===== src/rtl/clock_ctl_pkg.sv =====
// Shared definitions for the front-panel clock controller.
package clock_ctl_pkg;

    localparam int STATE_W = 2;

    // Controller state encoding; also exported on the state output.
    localparam logic [STATE_W-1:0] ST_STOPPED = 2'd0;
    localparam logic [STATE_W-1:0] ST_RUNNING = 2'd1;
    localparam logic [STATE_W-1:0] ST_STEP    = 2'd2;
    localparam logic [STATE_W-1:0] ST_HALTED  = 2'd3;

endpackage


===== src/rtl/step_debounce.sv =====
// Step push-button conditioning: two-flop synchronizer, level debouncer
// and rising-edge detector producing a one-cycle step request.
module step_debounce
    import clock_ctl_pkg::*;
#(
    parameter int DEBOUNCE_CYCLES = 4
) (
    input  logic clk,
    input  logic _reset,
    input  logic step_btn,
    output logic step_req
);

    localparam int CNT_W = $clog2(DEBOUNCE_CYCLES + 1);
    // Counter value on the last differing sample before the level is accepted.
    localparam logic [CNT_W-1:0] CNT_LAST = CNT_W'(DEBOUNCE_CYCLES - 1);

    logic             sync1_r;
    logic             sync2_r;
    logic             deb_level_r;
    logic             deb_prev_r;
    logic [CNT_W-1:0] cnt_r;

    // Synchronize the raw button, accept a new level after a stable run, remember last level.
    always_ff @(posedge clk) begin
        if (!_reset) begin
            sync1_r     <= 1'b0;
            sync2_r     <= 1'b0;
            deb_level_r <= 1'b0;
            deb_prev_r  <= 1'b0;
            cnt_r       <= '0;
        end else begin
            sync1_r    <= step_btn;
            sync2_r    <= sync1_r;
            deb_prev_r <= deb_level_r;
            if (sync2_r != deb_level_r) begin
                if (cnt_r == CNT_LAST) begin
                    deb_level_r <= sync2_r;
                    cnt_r       <= '0;
                end else begin
                    cnt_r <= cnt_r + CNT_W'(1);
                end
            end else begin
                cnt_r <= '0;
            end
        end
    end

    // Only the press (rising debounced edge) requests a step; release does nothing.
    assign step_req = deb_level_r & ~deb_prev_r;

endmodule


===== src/rtl/clock_ctl.sv =====
// Front-panel clock controller: turns run switch, step button and CPU halt
// into a registered one-cycle clock-enable pulse plus a two-phase bit.
module clock_ctl
    import clock_ctl_pkg::*;
#(
    parameter int DIV_W           = 16,
    parameter int DEBOUNCE_CYCLES = 4
) (
    input  logic               clk,
    input  logic               _reset,
    input  logic               run_sw,
    input  logic               step_btn,
    input  logic               halt,
    input  logic [DIV_W-1:0]   div,
    output logic               tick,
    output logic               phase,
    output logic               running,
    output logic [STATE_W-1:0] state
);

    logic               step_req_s;
    logic [STATE_W-1:0] state_r;
    logic [STATE_W-1:0] state_nxt_s;
    logic [DIV_W-1:0]   div_cnt_r;
    logic [DIV_W-1:0]   div_cnt_nxt_s;
    logic               tick_r;
    logic               tick_nxt_s;
    logic               phase_r;
    logic               running_r;

    step_debounce #(
        .DEBOUNCE_CYCLES(DEBOUNCE_CYCLES)
    ) u_step_debounce (
        .clk     (clk),
        ._reset  (_reset),
        .step_btn(step_btn),
        .step_req(step_req_s)
    );

    // Next-state, divider and tick decision; run_sw off always has top priority when leaving RUNNING/HALTED.
    always_comb begin
        state_nxt_s   = state_r;
        div_cnt_nxt_s = '0;
        tick_nxt_s    = 1'b0;
        case (state_r)
            ST_STOPPED: begin
                if (run_sw && !halt) begin
                    state_nxt_s = ST_RUNNING;
                end else if (step_req_s) begin
                    state_nxt_s = ST_STEP;
                    tick_nxt_s  = 1'b1;
                end else begin
                    state_nxt_s = ST_STOPPED;
                end
            end
            ST_RUNNING: begin
                if (!run_sw) begin
                    state_nxt_s = ST_STOPPED;
                end else if (halt) begin
                    state_nxt_s = ST_HALTED;
                end else if (div_cnt_r >= div) begin
                    // >= rather than == so a lowered div fires at once instead of wrapping.
                    state_nxt_s = ST_RUNNING;
                    tick_nxt_s  = 1'b1;
                end else begin
                    state_nxt_s   = ST_RUNNING;
                    div_cnt_nxt_s = div_cnt_r + DIV_W'(1);
                end
            end
            ST_STEP: begin
                state_nxt_s = ST_STOPPED;
            end
            ST_HALTED: begin
                if (!run_sw) begin
                    state_nxt_s = ST_STOPPED;
                end else if (step_req_s) begin
                    state_nxt_s = ST_STEP;
                    tick_nxt_s  = 1'b1;
                end else begin
                    state_nxt_s = ST_HALTED;
                end
            end
            default: begin
                state_nxt_s = ST_STOPPED;
            end
        endcase
    end

    // State, divider and registered outputs; phase flips on every emitted tick.
    always_ff @(posedge clk) begin
        if (!_reset) begin
            state_r   <= ST_STOPPED;
            div_cnt_r <= '0;
            tick_r    <= 1'b0;
            phase_r   <= 1'b0;
            running_r <= 1'b0;
        end else begin
            state_r   <= state_nxt_s;
            div_cnt_r <= div_cnt_nxt_s;
            tick_r    <= tick_nxt_s;
            running_r <= (state_nxt_s == ST_RUNNING);
            if (tick_nxt_s) begin
                phase_r <= ~phase_r;
            end else begin
                phase_r <= phase_r;
            end
        end
    end

    assign tick    = tick_r;
    assign phase   = phase_r;
    assign running = running_r;
    assign state   = state_r;

endmodule


===== config.mk =====
export PLATFORM = sky130hd
export DESIGN_NAME = clock_ctl
export DESIGN_NICKNAME = d
export VERILOG_FILES = /design/src/rtl/clock_ctl_pkg.sv /design/src/rtl/step_debounce.sv /design/src/rtl/clock_ctl.sv
export SDC_FILE = /design/constraint.sdc
export NUM_CORES = 1
export LEC_CHECK = 0
export CORE_AREA = 5 5 84 86
export CTS_BUF_LIST = sky130_fd_sc_hd__clkbuf_4 sky130_fd_sc_hd__clkbuf_8 sky130_fd_sc_hd__clkbuf_16
export DETAILED_ROUTE_END_ITERATION = 8
export DIE_AREA = 0 0 89 91
export GPL_ROUTABILITY_DRIVEN = 0
export MAX_ROUTING_LAYER = met4
export SLEW_MARGIN = 20
export SYNTH_ARGS = -nofsm -noshare
export SYNTH_HDL_FRONTEND = slang
export SYNTH_SLANG_ARGS = --single-unit

===== constraint.sdc =====
create_clock -name clk -period 2.7 [get_ports clk]
set_input_delay 0.54 -clock clk [delete_from_list [all_inputs] [get_ports clk]]
set_output_delay 0.54 -clock clk [all_outputs]
set_load 0.05 [all_outputs]

Word-level counts from Yosys, hierarchy flattened

Index checks and enable logic that the tools add are counted.

Register bits: 28
Input bits: 21

$add $sub $neg: 2
Magnitude comparators: 1
Eq/ne operators: 6
Mux-type cells: 14
Bitwise gates (word level): 7
Reduce and logical (&&, ||, !) cells: 6

Operators with widths:

| kind                  | number |
|---|---|
| $add 16x1->16 const B | 1 |
| $ge 16x16->1          | 1 |
| $mux 2                | 5 |
| $pmux 2 s4            | 1 |
| $mux 1                | 7 |
| $not 1->1             | 6 |
| $reduce_or 5->1       | 1 |
| $eq 2x1->1 const B    | 2 |
| $eq 2x2->1 const B    | 2 |
| $add 3x1->3 const B   | 1 |
| $eq 3x2->1 const B    | 1 |
| $pmux 1 s3            | 1 |
| $reduce_or 3->1       | 1 |
| $logic_not 2->1       | 1 |
| $reduce_and 2->1      | 1 |
| $and 1x1->1           | 1 |
| $logic_and 1x1->1     | 1 |
| $logic_not 1->1       | 1 |
| $ne 1x1->1            | 1 |

Logic depth before layout (Yosys ltp)

Gate-level depths: netlist of run 1.

Depth after elaboration: 6
Depth in mapped cells: 8

Hierarchy

From an unflattened synthesis of run 1, not the netlist that was laid out.

Cell total of the unflattened synthesis: 177
Area, all modules: 1,621.6 um^2

Modules (own cells, without submodules):

| module        | instances | cells each | area each (um^2) | seq. area each (um^2) |
|---|---|---|---|---|
| clock_ctl     | 1         | 157        | 1,372.6          | 420.4 |
| step_debounce | 1         | 20         | 249.0            | 140.1 |

Least setup slack after synthesis of run 1

Ideal clock, no wire load.

Kind: input-to-reg
From: input port div[15]
To: register div_cnt_r[2]
Library setup time: 0.115 ns
Data arrival time: 2.055 ns
Slack: 0.531 ns
Stages: 8
Buffers on the path: 1
Path through: inv_1 -> ha_1 -> nand4_1 -> or3_1 -> or4_4 -> nand4_4 -> buf_6 -> nor2_1

Longest elaborated chain between the ends: 2

Ends and longest elaborated chain:

| item                      | RTL line        | text |
|---|---|---|
| start: declaration        | clock_ctl.sv:14 | `input logic [DIV_W-1:0] div,` |
| $ge 16x16->1              | clock_ctl.sv:61 | `end else if (div_cnt_r >= div) begin` |
| $reduce_or 5->1 (no line) | -               |  |
| end signal: assignment    | clock_ctl.sv:99 | `div_cnt_r <= div_cnt_nxt_s;` |
| end: declaration          | clock_ctl.sv:24 | `logic [DIV_W-1:0] div_cnt_r;` |

Every way passes these cells.
A chain may end at the register's enable or synchronous reset.

Final worst setup path of run 1

From: input port div[13]
To: register div_cnt_r[11]

Same word-level chain as after synthesis.

==> flow_metrics.tcl, run 1 <==
set metrics [dict create \
    synth_nets 223 \
    syn_area_per_cell_sq_um 8.567 \
    drtIter0Drc 38 \
    vdd_ir_drop_max_uv 242.4 \
    yosys_warnings 0 \
    die_y_um 91 \
    netlist-cell-type-count 35 \
    dr.pass1.iters 4 \
    numClockSinks 28 \
    wl_per_cell_um 10.13 \
    synth-seq-cells 28 \
    holdBufCountCts 0 \
    synth_cells 183 \
    start_util 0.2527 \
    grt_max_degree 17 \
    drc_errors 0 \
    wl_um 2949 \
    core_sq_um 6205 \
    vias 1276 \
    drive_above_1_share 0.05607 \
    cp.required_ps 2860 \
    cts_buffers 3 \
    overflow 0 \
    cap_violations 0 \
    finalHoldViolations 0 \
    register_area_sq_um 560.5 \
    period_needed_ps 2420 \
    cts-resized-gates 0 \
    fin_nets 255 \
    worstSetupEndpointType "register" \
    fillers 649 \
    diodes 0 \
    grt_pass1_wl_um 5043 \
    hold_class "reg -> reg" \
    antenna_found_initial 0 \
    root_buffer "clkbuf_8" \
    crit_path_max_fanout 16 \
    p_per_area_nw_per_um2 378.4 \
    drt-vias-per-instance 4.385 \
    syn_area_sq_um 1568 \
    die_area_sq_um 8099 \
    relSlewSlack 0.5282 \
    worst_slack_ps 279.7 \
    postRouteAntennaNets 0 \
    grtUsageTotal 0.08040 \
    clk_latency_ps 270 \
    final.period_utilization 0.8964 \
    pre_cts_slack_ps -39.99 \
    areaGrowthSynthToFinish_pct 27.06 \
    post-cts-setup-buffers 0 \
    fin_area_sq_um 1992 \
    cp.arrival_ps 2580 \
    clkTransAtPathRegs_ps 90 \
    htree_levels 1 \
    outcome "completed" \
    p_leak_nw 0.8114 \
    hpwl_um 2366 \
    cts_tree "yes" \
    io_pins 26 \
    post_dp_cell_area_sq_um 1937 \
    setup_viol 0 \
    critical_path_class "in -> reg" \
    tightest_slew_ps 701.2 \
    die_x_um 89 \
    multi_input_area_sq_um 909.6 \
    yosysSeqAreaShare 0.3575 \
    rsz0062_at_grt "false" \
    portBuffers 25 \
    slew_viol_final 0 \
    startpoint_type "input port" \
    max-clock-path-buffers 2 \
    whs_ps 424.5 \
    finClkSkew_ps 1.781 \
    placementRows 29 \
    grt_pass1_vias 1138 \
    max_freq_mhz 413.2 \
    fin_tns_setup_ps 0 \
]
metal layers:
metal	part of all wire	track usage	wire, um	vias up
met3	0.078	0.02715	230	4
met4	0.015	0.01613	43	0
li1	-	-	-	684
met5	0	-	0	-
met1	0.48	0.1089	1406	562
met2	0.43	0.1170	1269	26
worst paths after layout:
path	from	end	slack (ps)	depth (start not counted)
min reg2reg	u_step_debounce.cnt_r[0]	u_step_debounce.cnt_r[0]	420	1
max reg2reg	div_cnt_r[9]	div_cnt_r[11]	650	6
min	u_step_debounce.cnt_r[0]	u_step_debounce.cnt_r[0]	420	1
max	div[13]	div_cnt_r[11]	280	8
placed cells by master (no fill, tap or decap), types with 5 or more instances in the layout:
master / n
a21oi_1: 6
buf_4: 6
xor2_1: 10
nand2_1: 12
inv_1: 20
xnor2_1: 5
nor2_1: 27
nand4_1: 7
clkdlybuf4s50_1: 25
nand3_1: 8
ha_1: 19
dfxtp_1: 28
synthesized netlist by cell type, drive strengths merged:
| master | n | area [sq um] |
|---|---|---|
| a2111oi | 1 | 8.760 |
| a211oi | 1 | 7.510 |
| a21oi | 6 | 30.03 |
| a311o | 1 | 10.01 |
| a31oi | 1 | 6.260 |
| a32o | 1 | 10.01 |
| and2 | 4 | 25.02 |
| and2b | 1 | 7.510 |
| and4 | 1 | 8.760 |
| buf | 1 | 11.26 |
| clkbuf | 3 | 11.26 |
| dfxtp | 28 | 560.5 |
| ha | 19 | 237.7 |
| inv | 20 | 75.07 |
| mux2i | 3 | 30.03 |
| nand2 | 12 | 45.04 |
| nand2b | 2 | 12.51 |
| nand3 | 8 | 40.04 |
| nand3b | 2 | 15.01 |
| nand4 | 8 | 65.06 |
| nor2 | 27 | 101.4 |
| nor2b | 1 | 6.260 |
| nor3 | 4 | 20.02 |
| nor3b | 1 | 7.510 |
| nor4 | 2 | 12.51 |
| o211a | 1 | 10.01 |
| o21a | 1 | 7.510 |
| o21ai | 4 | 20.02 |
| o21bai | 1 | 7.510 |
| o31a | 1 | 8.760 |
| or3 | 1 | 6.260 |
| or4 | 1 | 11.26 |
| xnor2 | 5 | 43.79 |
| xor2 | 10 | 87.58 |
worst max-delay path, stage by stage:
cell	delay (ps)
clkdlybuf4s50_1	470
inv_1	40
ha_1	280
nand4_1	120
or3_1	370
or4_4	440
nand4_4	230
nor2_1	80
kinds of logic (layout without fill, tap and decap cells):
| group | count (synthesis) | count (layout) | share of synthesized area |
|---|---|---|---|
| compound gates | 19 | 19 | 0.08062 |
| xor+xnor | 15 | 15 | 0.08380 |
| fa+ha+maj | 19 | 19 | 0.1516 |
| buf+inv | 24 | 55 | 0.06225 |
| flops | 28 | 28 | 0.3575 |
| mux | 3 | 3 | 0.01915 |
| simple gates | 75 | 75 | 0.2450 |
report_power, final:
| part | switching [W] | leakage, nW | total, W | internal [W] |
|---|---|---|---|---|
| clock | 0.000122 | 0.0288 | 0.000252 | 0.000130 |
| combinational | 0.0000341 | 0.556 | 0.0000811 | 0.0000470 |
| sequential | 0.00000437 | 0.226 | 0.000421 | 0.000416 |
layout make-up:
type | count | area share
sequential | 28 | 0.2814
inverter | 20 | 0.03769
timing repair buffer | 31 | 0.1482
clock buffer | 4 | 0.02764
tap | 77 | 0.04837
multi-input combinational | 131 | 0.4567
through the flow:
| step | utilization | power [W] | std cells |
|---|---|---|---|
| after global routing | 0.3210 | 0.0007955 | 291 |
| after CTS | 0.3210 | 0.0007672 | 291 |
| final | 0.3210 | 0.0007538 | 291 |
| after detailed placement | 0.3122 | 0.0005124 | 287 |
| after floorplan | - | 0.0004662 | 183 |
| after global placement | 0.3122 | 0.0005121 | 287 |
state kept, by name (all words and copies together), names as in the netlist:
name                         cells
tick                             1
div_cnt_r                       16
u_step_debounce.cnt_r            3
u_step_debounce.sync2_r          1
u_step_debounce.sync1_r          1
state                            2
phase                            1
u_step_debounce.deb_level_r      1
running                          1
u_step_debounce.deb_prev_r       1
(Power assumes the default switching activity.)
==> inputs of run 2 (changes only) <==
--- a/config.mk
+++ b/config.mk
@@ -5,12 +5,14 @@
 export SDC_FILE = /design/constraint.sdc
 export NUM_CORES = 1
 export LEC_CHECK = 0
+export CAP_MARGIN = 20
 export CORE_AREA = 5 5 84 86
 export CTS_BUF_LIST = sky130_fd_sc_hd__clkbuf_4 sky130_fd_sc_hd__clkbuf_8 sky130_fd_sc_hd__clkbuf_16
 export DETAILED_ROUTE_END_ITERATION = 8
 export DIE_AREA = 0 0 89 91
 export GPL_ROUTABILITY_DRIVEN = 0
 export MAX_ROUTING_LAYER = met4
+export SKIP_LAST_GASP = 1
 export SLEW_MARGIN = 20
 export SYNTH_ARGS = -nofsm -noshare
 export SYNTH_HDL_FRONTEND = slang
==> results of run 2 <==
No change in the layout: final DEF, timing and power equal those of run 1.
